===== src/rtl/menu_selector.sv =====
// Menu selection controller: synchronises and debounces three buttons and
// moves a selection marker whose row is updated only at frame boundaries.
module menu_selector #(
  parameter int         OPTIONS  = 3,
  parameter logic [9:0] BASE_X   = 10'd200,
  parameter logic [9:0] BASE_Y   = 10'd240,
  parameter logic [9:0] STEP_Y   = 10'd40,
  parameter int         DEBOUNCE = 16
) (
  input  logic       clock,
  input  logic       reset,
  input  logic       enable,
  input  logic       frame_tick,
  input  logic       btn_up,
  input  logic       btn_down,
  input  logic       btn_enter,
  output logic [9:0] posx,
  output logic [9:0] posy,
  output logic [1:0] option,
  output logic       select
);

  localparam int              CW        = $clog2(DEBOUNCE);
  localparam logic [CW-1:0]   CNT_LAST  = CW'(DEBOUNCE - 1);
  localparam logic [1:0]      OPT_LAST  = 2'(OPTIONS - 1);
  localparam int              BTN_UP    = 0;
  localparam int              BTN_DOWN  = 1;
  localparam int              BTN_ENTER = 2;

  typedef enum logic [1:0] {
    IDLE,
    NAVIGATE,
    CONFIRMED
  } state_e;

  logic [2:0]         raw;
  logic [2:0]         sync1_q, sync2_q;
  logic [2:0]         stable_q, stable_d;
  logic [2:0]         evt_q, evt_d;
  logic [2:0][CW-1:0] cnt_q, cnt_d;

  state_e             state_q, state_d;
  logic [1:0]         option_q, option_d;
  logic               select_q, select_d;
  logic [9:0]         posy_q, posy_d;

  assign raw = {btn_enter, btn_down, btn_up};

  // Debounce: stable only follows the synced level after DEBOUNCE
  // consecutive mismatching samples; a press event is a stable 0->1 step.
  always_comb begin
    // NOTE: every combinational output gets a default first, so no path leaves it unassigned and no latch is inferred.
    stable_d = stable_q;
    cnt_d    = cnt_q;
    evt_d    = '0;
    for (int i = 0; i < 3; i++) begin
      if (sync2_q[i] != stable_q[i]) begin
        if (cnt_q[i] == CNT_LAST) begin
          stable_d[i] = sync2_q[i];
          cnt_d[i]    = '0;
        end else begin
          cnt_d[i] = cnt_q[i] + CW'(1);
        end
      end else begin
        cnt_d[i] = '0;
      end
      evt_d[i] = stable_d[i] & ~stable_q[i];
    end
  end

  always_comb begin
    state_d  = state_q;
    option_d = option_q;
    select_d = 1'b0;
    if (!enable) begin
      state_d = IDLE;
    end else begin
      case (state_q)
        IDLE: begin
          state_d  = NAVIGATE;
          option_d = '0;
        end
        NAVIGATE: begin
          if (evt_q[BTN_ENTER]) begin
            select_d = 1'b1;
            state_d  = CONFIRMED;
          end else if (evt_q[BTN_UP] && !evt_q[BTN_DOWN]) begin
            option_d = (option_q == 2'd0) ? OPT_LAST : option_q - 2'd1;
          end else if (evt_q[BTN_DOWN] && !evt_q[BTN_UP]) begin
            option_d = (option_q == OPT_LAST) ? 2'd0 : option_q + 2'd1;
          end
        end
        CONFIRMED: ;
        default: state_d = IDLE;
      endcase
    end
  end

  // Marker row is a shadow register so it never changes mid-frame.
  always_comb begin
    posy_d = posy_q;
    if (frame_tick) posy_d = BASE_Y + 10'(option_q) * STEP_Y;
  end

  always_ff @(posedge clock or posedge reset) begin
    // NOTE: state registers use non-blocking assignments so every flop samples pre-edge values regardless of block order.
    if (reset) begin
      sync1_q  <= '0;
      sync2_q  <= '0;
      stable_q <= '0;
      cnt_q    <= '0;
      evt_q    <= '0;
      state_q  <= IDLE;
      option_q <= '0;
      select_q <= 1'b0;
      posy_q   <= BASE_Y;
    end else begin
      sync1_q  <= raw;
      sync2_q  <= sync1_q;
      stable_q <= stable_d;
      cnt_q    <= cnt_d;
      evt_q    <= evt_d;
      state_q  <= state_d;
      option_q <= option_d;
      select_q <= select_d;
      posy_q   <= posy_d;
    end
  end

  assign posx   = BASE_X;
  assign posy   = posy_q;
  assign option = option_q;
  assign select = select_q;

endmodule


===== config.mk =====
export PLATFORM = sky130hd
export DESIGN_NAME = menu_selector
export DESIGN_NICKNAME = d
export VERILOG_FILES = /design/src/rtl/menu_selector.sv
export SDC_FILE = /design/constraint.sdc
export NUM_CORES = 1
export LEC_CHECK = 0
export ABC_CLOCK_PERIOD_IN_PS = 1500
export CAP_MARGIN = 15
export CORE_UTILIZATION = 51
export CTS_CLUSTER_DIAMETER = 150
export CTS_CLUSTER_SIZE = 14
export DETAILED_ROUTE_END_ITERATION = 7
export MAX_ROUTING_LAYER = met4
export PLACE_DENSITY = 0.78
export SYNTH_ARGS = -nofsm -noshare
export SYNTH_HDL_FRONTEND = slang
export SYNTH_SLANG_ARGS = --single-unit

===== constraint.sdc =====
create_clock -name clock -period 1.5 [get_ports clock]
set_input_delay 0.225 -clock clock [delete_from_list [all_inputs] [get_ports clock]]
set_output_delay 0.225 -clock clock [all_outputs]
set_load 0.005 [all_outputs]

==> flow_summary.yaml <==
status:
  status: "complete, but fails checks"
  violations: "design-rule violations"
clock_network:
  clock_path_buffers: 2
  htreeDepth: 2
  cts_root_buf: "clkbuf_4"
  cts_tree: "done"
  cts_buffers: 5
  insertion_delay_ns: 0.32
  cts.clk_slew.worst_paths_ns: 0.10
  ctsHoldBuffers: 0
  cts_sinks: 35
route:
  vias: 910
  postRouteWirelength_um: 2090
  ant_nets: 0
  firstDrtPassIters: 8
  vias_per_cell: 4.95
  remaining_drc_errors: 2
  drt_iter0_drc: 19
  wl_per_cell_um: 11.4
die:
  dieArea_um2: 3330
  start_util_pct: 55.5
  row_count: 19
  die_y_um: 57.7
  io_pins: 30
  die-width_um: 57.7
  design.core.area_um2: 2850
timing:
  final.setup.tns_ns: 0
  grt_setup_unrepaired: "false"
  fmax_mhz: 699
  fin_crit_ns: 1.43
  hold_violations: 0
  slew_violations: 0
  setup_viol: 0
  fin_crit_sh_pct: 95.4
  skew_ns: 0.00229
yosys:
  avgSynthCellArea_um2: 12.5
  synth_edf_count: 0
  ys_seq_area_share_pct: 55.7
  synth-seq-cells: 35
  yosys_warnings: 0
  synth_ff_type: "dfrtp_1"
  async_flop_share_pct: 100
  synth_cell_types: 28
  syn_area_um2: 1580
  syn_inst: 127
cells_and_area:
  register_area_um2: 881
  fillCellCount: 226
  fin_cells: 184
  mostFrequentLayoutCell: "dfrtp_1"
  multi_input_comb_area_um2: 603
  layout.nets: 167
  num_antenna_cells: 0
  drive_above_1_share_pct: 17.6
  area_delta_synth_final_pct: 14.2
  final_cell_mix: "31 x dfrtp_1, 14 x conb_1, 10 x clkdlybuf4s50_1, 9 x inv_1, 8 x ha_1"
worst_setup_path:
  crit_chain: "clkdlybuf4s50_1"
  worst_path_dominant_cell_family: "buffers and inverters"
  slowest_delay_ns: 0.52
  cp.arrival_ns: 1.21
  worstPathMaxFanout: 2
  critical_path_buf_inv_count: 1
  start_kind: "flip-flop"
  path_class: "reg2out"
  end_kind: "output pin"
  cpMaxStageDelayCell: "clkdlybuf4s50_1"
  cp_data_required_time_ns: 1.27
place:
  dpl.hpwl_um: 1530
  placed_cells: 173
  io_buffer_count: 15
  gp_congestion: 0.757
grt:
  grt.total_usage_pct: 15.9
  grt_pass1_wl_um: 3800
  grt.overflow.total: 0
  antenna_found_initial: 0
  grt_pass1_vias: 926
  grt_start_max_net_pins: 36
pwr:
  power.share.switching_pct: 25.8
  leakage_nw: 0.853
  internal_power_mw: 1.55
  combPwrFrac_pct: 22.7
  power_frac_seq_pct: 55.2
  pwr-share-clk_pct: 22.2
  netSwitchingPower_mw: 0.538
  max-vdd-ir-drop_mv: 0.572
  power_density_nw_per_um2: 1150
hold_path:
  hold_path_class: "in2async"
flow_run:
  cap_viol_max_count: 0
Yosys cell counts, types with 3 or more instances:
cell type / count / area [µm²]
ha_1: 8 / 100
mux2_2: 6 / 67.6
inv_1: 9 / 33.8
xnor2_1: 6 / 52.6
nor2_1: 5 / 18.8
nand2b_1: 3 / 18.8
nor2b_1: 3 / 18.8
dfstp_2: 4 / 105
nand3_1: 3 / 15.0
a21oi_1: 6 / 30.0
nor3b_1: 5 / 37.5
mux2i_1: 4 / 40.0
dfrtp_1: 31 / 776
buf_4: 14 / 105
routing by layer:
metal | vias up | global-route usage, % | share of wire, %
met5 | - | - | 0
met4 | 0 | 7.14 | 2.0
met3 | 7 | 4.69 | 5.7
met2 | 33 | 26.6 | 50
met1 | 426 | 17.6 | 42
li1 | 444 | - | -
through the flow:
stage / total power, mW / util [%] / hold slack [ns] / cell area [µm²] / setup WS, ns
finish: 2.09 / 63.4 / 0.240 / 1810 / 0.0695
global route: 2.22 / 63.4 / 0.258 / 1810 / 0.00996
CTS: 2.12 / 63.4 / 0.239 / 1810 / 0.0422
detailed placement: 1.66 / 61.1 / 0.335 / 1740 / 0.125
global placement: 1.64 / 61.1 / 0.334 / 1740 / 0.136
floorplan: 1.42 / - / 0.256 / 1630 / 0.210
kinds of logic (layout without fill, tap and decap cells):
kind of cell	count (synthesis)	in the layout	share of synthesized area, %
DFF	35	35	55.7
muxes	12	12	8.70
adders and majority gates	8	8	6.32
and+or+nand+nor	26	26	10.9
other	2	14	0.474
xor gates and xnor gates	6	6	3.32
buffers and inverters	24	38	9.09
AOI/OAI and AO/OA	14	14	5.53
path summary, 6_finish.rpt:
path	startpoint	end	slack (ns)	depth (start not counted)
max in group asynchronous	reset	posy[7]	1.01	3
hold / removal	reset	cnt_q[8]	0.24	3
setup reg to reg	option[1]	option[1]	0.11	6
min in group clock	btn_up	sync1_q[0]	0.33	1
setup / recovery	posy[8]	posy[8]	0.07	1
hold reg to reg	sync1_q[1]	sync2_q[1]	0.36	0
flip-flops by register name, summed over array words and instances (netlist names):
| signal | count |
|---|---|
| stable_q | 3 |
| select | 1 |
| sync1_q | 3 |
| option | 2 |
| cnt_q | 12 |
| sync2_q | 3 |
| posy | 6 |
| evt_q | 3 |
| state_q | 2 |
repair_timing:
action                                  4_1_cts  5_1_grt
endpoints found under the setup margin        6        0
buffers inserted                              3        0
gates resized for setup                       5        0
layout make-up:
type                       count  area share, %
tap                           31           2.15
multi-input combinational     80           33.4
sequential                    35           48.7
clock inverter                 1          0.277
inverter                       9           1.87
clock buffer                   7           2.49
timing repair buffer          21           11.1
power by group through the flow:
stage | logic (mW) | registers [mW] | clock network [mW]
2_1_floorplan | 0.248 | 1.18 | 0
3_3_place_gp | 0.470 | 1.17 | 0
3_5_place_dp | 0.483 | 1.17 | 0
4_1_cts | 0.481 | 1.15 | 0.492
5_1_grt | 0.531 | 1.17 | 0.523
6_report | 0.473 | 1.15 | 0.462
Note: power is estimated with default switching activity, not from simulation.
